### src/rtl/bist_fail_logger.sv
// MBIST compare-stream consumer: counts read mismatches, logs the first few
// failures in a small FIFO for the host, and publishes a pass/fail verdict.
module bist_fail_logger #(
  parameter int DWIDTH    = 32,
  parameter int AWIDTH    = 4,
  parameter int LOG_DEPTH = 4,
  parameter int CNT_WIDTH = 8
) (
  input  logic                 clk,
  input  logic                 rst,
  input  logic                 start,
  input  logic                 done,
  input  logic                 chk_valid,
  input  logic [3:0]           chk_elem,
  input  logic [AWIDTH-1:0]    chk_addr,
  input  logic [DWIDTH-1:0]    chk_expect,
  input  logic [DWIDTH-1:0]    chk_data,
  output logic                 log_valid,
  input  logic                 log_ready,
  output logic [3:0]           log_elem,
  output logic [AWIDTH-1:0]    log_addr,
  output logic [DWIDTH-1:0]    log_syndrome,
  output logic [CNT_WIDTH-1:0] fail_count,
  output logic                 overflow,
  output logic                 busy,
  output logic                 result_valid,
  output logic                 pass
);

  localparam int PW = $clog2(LOG_DEPTH);
  localparam int EW = 4 + AWIDTH + DWIDTH;

  typedef enum logic [1:0] {
    S_IDLE,
    S_RUN,
    S_DONE
  } state_t;

  state_t               state_q, state_d;
  logic [CNT_WIDTH-1:0] fail_count_q, fail_count_d;
  logic                 overflow_q, overflow_d;
  logic                 pass_q, pass_d;
  logic [PW:0]          wr_ptr_q, wr_ptr_d;
  logic [PW:0]          rd_ptr_q, rd_ptr_d;
  logic [EW-1:0]        mem_q [LOG_DEPTH];

  logic [DWIDTH-1:0]    syndrome;
  logic [EW-1:0]        head;
  logic                 fifo_empty;
  logic                 fifo_full;
  logic                 pop;
  logic                 mismatch;
  logic                 push;

  assign syndrome   = chk_data ^ chk_expect;
  assign fifo_empty = (wr_ptr_q == rd_ptr_q);
  assign fifo_full  = (wr_ptr_q[PW] != rd_ptr_q[PW]) &&
                      (wr_ptr_q[PW-1:0] == rd_ptr_q[PW-1:0]);
  assign pop        = !fifo_empty && log_ready;
  // A strobe coinciding with start belongs to no run and is dropped.
  assign mismatch   = (state_q == S_RUN) && !start && chk_valid && (|syndrome);
  // A pop in the same cycle frees the slot the push needs when full.
  assign push       = mismatch && (!fifo_full || pop);

  always_comb begin
    state_d      = state_q;
    fail_count_d = fail_count_q;
    overflow_d   = overflow_q;
    pass_d       = pass_q;
    wr_ptr_d     = wr_ptr_q;
    rd_ptr_d     = rd_ptr_q;

    if (pop)  rd_ptr_d = rd_ptr_q + 1'b1;
    if (push) wr_ptr_d = wr_ptr_q + 1'b1;

    if (mismatch) begin
      if (fail_count_q != '1) fail_count_d = fail_count_q + CNT_WIDTH'(1);
      if (!push) overflow_d = 1'b1;
    end

    case (state_q)
      S_IDLE: ;
      S_RUN: begin
        if (done) begin
          state_d = S_DONE;
          pass_d  = (fail_count_d == '0);
        end
      end
      S_DONE: ;
      default: state_d = S_IDLE;
    endcase

    if (start) begin
      state_d      = S_RUN;
      fail_count_d = '0;
      overflow_d   = 1'b0;
      pass_d       = 1'b0;
      wr_ptr_d     = '0;
      rd_ptr_d     = '0;
    end
  end

  always_ff @(posedge clk) begin
    if (rst) begin
      state_q      <= S_IDLE;
      fail_count_q <= '0;
      overflow_q   <= 1'b0;
      pass_q       <= 1'b0;
      wr_ptr_q     <= '0;
      rd_ptr_q     <= '0;
    end else begin
      state_q      <= state_d;
      fail_count_q <= fail_count_d;
      overflow_q   <= overflow_d;
      pass_q       <= pass_d;
      wr_ptr_q     <= wr_ptr_d;
      rd_ptr_q     <= rd_ptr_d;
    end
  end

  // Log storage has no reset; outputs are masked while the FIFO is empty.
  always_ff @(posedge clk) begin
    if (push) mem_q[wr_ptr_q[PW-1:0]] <= {chk_elem, chk_addr, syndrome};
  end

  assign head         = mem_q[rd_ptr_q[PW-1:0]];
  assign log_valid    = !fifo_empty;
  assign log_elem     = log_valid ? head[EW-1 -: 4]           : '0;
  assign log_addr     = log_valid ? head[DWIDTH +: AWIDTH]    : '0;
  assign log_syndrome = log_valid ? head[DWIDTH-1:0]          : '0;

  assign fail_count   = fail_count_q;
  assign overflow     = overflow_q;
  assign pass         = pass_q;
  assign busy         = (state_q == S_RUN);
  assign result_valid = (state_q == S_DONE);

endmodule
### config.mk
export PLATFORM = sky130hd
export DESIGN_NAME = bist_fail_logger
export DESIGN_NICKNAME = d
export VERILOG_FILES = /design/src/rtl/bist_fail_logger.sv
export SDC_FILE = /design/constraint.sdc
export NUM_CORES = 1
export LEC_CHECK = 0
export ABC_AREA = 1
export CELL_PAD_IN_SITES_DETAIL_PLACEMENT = 0
export CELL_PAD_IN_SITES_GLOBAL_PLACEMENT = 2
export CORE_AREA = 5 5 171 173
export DETAILED_ROUTE_END_ITERATION = 10
export DIE_AREA = 0 0 176 178
export PLACE_DENSITY_LB_ADDON = 0.1
export SYNTH_ARGS = -nofsm -noshare
export SYNTH_HDL_FRONTEND = slang
export SYNTH_SLANG_ARGS = --single-unit
### constraint.sdc
create_clock -name clk -period 3.85 [get_ports clk]
set_input_delay 1.155 -clock clk [delete_from_list [all_inputs] [get_ports clk]]
set_output_delay 1.155 -clock clk [all_outputs]
set_load 0.01 [all_outputs]
* Word level (Yosys, flattened, before mapping)
Memory sizes are Yosys's and may differ from the RTL's. A register that Yosys moved wholly into a read port is not among the register bits. Cells that the tools add are included. W data, S select, Z words.
Cells by class: $add $sub $neg 3, equal/unequal tests 9, multiplexer cells 12, bitwise logic cells 3, reduce and logical (&&, ||, !) cells 19
Operators by type and width (number):
- $mux W32 | 1
- $reduce_or A32 Y1 | 1
- $xor A32 B32 Y32 | 1
- $mux W8 | 2
- $add A8 B1 Y8 const B | 1
- $logic_not A8 Y1 | 1
- $mux W4 | 2
- $ne A8 B8 Y1 const B | 1
- $reduce_and A2 Y1 | 4
- $add A3 B1 Y3 const B | 2
- $logic_and A1 B1 Y1 | 6
- $mux W2 | 3
- $pmux W2 S2 | 1
- $reduce_or A2 Y1 | 2
- $eq A3 B3 Y1 | 1
- $logic_not A1 Y1 | 3
- $mux W1 | 3
- $ne A3 B3 Y1 const B | 1
- $eq A2 B1 Y1 const B | 1
- $eq A2 B2 Y1 | 1
- $eq A2 B2 Y1 const B | 1
- $logic_not A2 Y1 | 1
- $ne A2 B1 Y1 const B | 1
- $ne A2 B2 Y1 const B | 1
- 3 further kinds | 4
Storage, ports and cells: flip-flop bits (word level) 18, bits in writable memories 160, logic and storage cells 54, memories 1
Memory list:
- mem_q | depth 4, bits a word 40, read ports 1, clocked after memory_dff 1, write ports 1, RTL line 45 | logic [EW-1:0] mem_q [LOG_DEPTH];

* Longest topological paths before layout
depth after elaboration 7, depth in mapped cells 16, gate-level depth less buffers 15

* Worst setup path after synthesis
Ideal clock, no wire load.
kind in2reg, start point in chk_data[27], end point mem mem_q[0][0] (netlist name) (enable), setup time 0.438 ns, data arrival time 3.688 ns, data required time 3.412 ns, path slack -0.275 ns, stages on the path 12, path buffers 1, path through inv_1 -> nand2_1 -> nand2_1 -> nand2_1 -> nor2_1 -> nand2_1 -> nor2_2 -> nand2_2 -> nand2_2 -> or2_1 -> buf_6 -> nor2_1
Between the ends: word-level cells in the longest chain between the ends 6
Ends and longest elaborated chain:
- start: declaration | RTL line 17 | input logic [DWIDTH-1:0] chk_data,
- $xor A32 B32 Y32 | RTL line 55 | assign syndrome = chk_data ^ chk_expect;
- $reduce_or A32 Y1 | RTL line 61 | assign mismatch = (state_q == S_RUN) && !start && chk_valid && (|syndrome);
- $logic_and A1 B1 Y1 | RTL line 61
- $logic_and A1 B1 Y1 | RTL line 63 | assign push = mismatch && (!fifo_full || pop);
- $mux W1 | RTL line 123 | if (push) mem_q[wr_ptr_q[PW-1:0]] <= {chk_elem, chk_addr, syndrome};
- $mux W1 (not written as such) | RTL line 123
- end: declaration | RTL line 45
Every way passes these cells.

* Worst setup path in the final report
start point in chk_data[15], end point mem mem_q[3][9] (netlist name) (enable)
The elaborated chain is that of the path after synthesis.

==> reports/qor.yml <==
worst_setup_path:
  crit_slowest_cell: "nor2_4"
  critPathKind: "input port to register"
  end_kind: "register"
  crit_family: "simple AND/OR/NAND/NOR gates"
  cp_num_buf_inv: 4
  arrival_ns: 3.75
  start_kind: "input port"
  crit_chain: "clkdlybuf4s50_1 > inv_1 > nand2_1 > nand2_1 > nand2_1 > nor2_1 > nand2_1 > nor2_2 > nand2_2 > nand2_2 > or2_1 > buf_12 > nor2_4 > buf_12"
  slowest_delay_ns: 0.72
  crit_path_max_fanout: 27
  crit_top_cell: "nand2_1"
  crit_required_ns: 3.97
timing:
  finalHoldWorstSlack_ns: 0.452
  worst_pin_slew_ns: 0.979
  min_period_ns: 3.64
  slew_violations: 0
  finalClockSkew_ns: 0.0142
  maxSlewHeadroom: 0.346
  finalCritPeriodShare: 0.944
  rsz0062_at_grt: "no"
  setup_slack_ns: 0.215
  hold_violations: 0
  fmax_mhz: 275
  setup-violations-final: 0
clocking:
  clock_latency_ns: 0.42
  clk_pin_slew_ns: 0.07
  cts_buffers: 17
  cts_tree: "yes"
  clock_sinks: 180
  htreeDepth: 4
  cts_hold_buf: 0
  cts_buffer_depth: 2
  cts_root_buf: "clkbuf_16"
die:
  dieArea_sq_um: 31300
  num_rows: 61
  initial_core_util: 0.296
  io_pins: 131
  dieHeight_um: 178
  core_area_sq_um: 27500
  die_w_um: 176
drt:
  drc: 0
  dr.pass1.iters: 4
  vias: 5769
  avgRoutedWirePerCell_um: 14.6
  routed_wl_um: 19600
  postRouteAntennaNets: 0
  drtIter0Drc: 305
  via_per_inst: 4.29
grt:
  grt_max_degree: 67
  grt_usage: 0.127
  gr-total-overflow: 0
  grt_pass1_vias: 5686
  grt_pass1_wl_um: 30900
  antenna_found_initial: 0
layout:
  drive_gt1_frac: 0.0920
  num_antenna_cells: 0
  final_util: 0.391
  finalNetCount: 1071
  syn_to_final_growth_pct: 31.9
yosys:
  yosys_warnings: 0
  syn_nets: 918
  syn_inst: 834
  syn_area_sq_um: 8150
  ys_seq_elements: 180
  ys_seq_area_frac: 0.639
  syn_avg_cell_area_sq_um: 9.77
  synth.distinct_cells: 30
place:
  port_buffers: 130
  dp_hpwl_um: 13600
  gp_congestion: 0.687
  place_ws_ns: -0.333
pwr:
  max-vdd-ir-drop_v: 0.000208
  power_uw: 4300
  leakage_uw: 0.00442
  p_per_area_nw_per_um2: 400
hold_path:
  hp-class: "register to register"
status:
  outcome: "completed"
job:
  drv_cap: 0
## tightest hold or removal path, delay by kind of cell, from the launching register on
family | cells | cell delay (ns)
flops | 1 | 0.31
buf+inv | 1 | 0.05
compound gates | 1 | 0.05
## cell usage after synthesis, drive strengths merged
master	count	area, sq um
dfxtp	20	400
nor3	1	5.00
xnor2	8	70.1
clkbuf	30	113
inv	156	586
nand4	1	12.5
o211ai	1	7.51
edfxtp	160	4800
ha	6	75.1
nor3b	1	7.51
nand3	14	75.1
or2	2	12.5
buf	3	26.3
nand2	175	669
o21a	2	15.0
o32ai	40	350
nand3b	1	7.51
a21oi	11	62.6
o21ai	47	235
xor2	2	17.5
nor2	153	594
## layout by cell type (no fill, tap or decap), types with 8 or more instances in the layout
master and n:
edfxtp_1 160, clkbuf_16 17, o32ai_1 40, nor2_1 144, buf_4 30, a21oi_1 9
inv_1 153, dfxtp_1 18, nand3_1 12, xnor2_1 8, nand2_1 170, clkdlybuf4s50_1 130
o21ai_0 45
## flip-flops by register name, indices dropped and copies added, names as in the netlist, named ones only
| name | count |
|---|---|
| fail_count | 8 |
| overflow | 1 |
| rd_ptr_q | 3 |
| mem_q | 160 |
| state_q | 2 |
| pass | 1 |
| wr_ptr_q | 3 |
## final timing paths
check                           depth (start not counted)          end  slack, ns         start
worst min-delay path                                    2     overflow       0.45      overflow
worst max-delay path                                   14  mem_q[3][9]       0.21  chk_data[15]
worst min register to register                          2     overflow       0.45      overflow
worst max register to register                         10  mem_q[3][9]       1.33    state_q[1]
## timing repair
| item | in CTS | in global routing |
|---|---|---|
| buffers inserted | 0 | 0 |
| endpoints found under the setup margin | 0 | 1 |
| resized for setup | 0 | 1 |
| hold endpoints to repair | 0 | 0 |
## metrics by stage
stage | cells | instance area (sq um) | setup TNS [ns]
after detailed placement | 1314 | 10100 | -24.13
after floorplan | 834 | 8150 | -33.06
after global routing | 1346 | 10700 | 0
after global placement | 1314 | 10100 | -22.89
final | 1346 | 10700 | 0
after CTS | 1346 | 10700 | 0
## area by class of cell
| class | instances | area, sq um |
|---|---|---|
| well taps | 346 | 433 |
| fillers | 2765 | 16700 |
| flip-flops and latches | 180 | 5210 |
| inverters | 156 | 586 |
| repair buffers | 167 | 1660 |
| multi-input cells | 465 | 2240 |
| clock inverters | 13 | 185 |
| clock buffers | 19 | 433 |
## power by group
part | internal [uW] | switching, uW
Combinational | 167 | 166
Clock | 1050 | 758
Sequential | 2150 | 6.30
## cells by family (layout without fill, tap and decap cells)
logic type / count (synthesis) / in the layout / synth area share
AOI/OAI and AO/OA: 101 / 101 / 0.0823
xor gates and xnor gates: 10 / 10 / 0.0108
adders and majority gates: 6 / 6 / 0.00921
buffers and inverters: 189 / 355 / 0.0889
DFF: 180 / 180 / 0.639
and+or+nand+nor: 348 / 348 / 0.170
## layer usage
metal | vias up | track usage | share of wire
met4 | 0 | 0.0318 | 0.0047
met3 | 4 | 0.0297 | 0.048
li1 | 3008 | - | -
met1 | 2656 | 0.172 | 0.47
met2 | 101 | 0.208 | 0.48
met5 | - | 0 | 0
(Power assumes the default switching activity.)
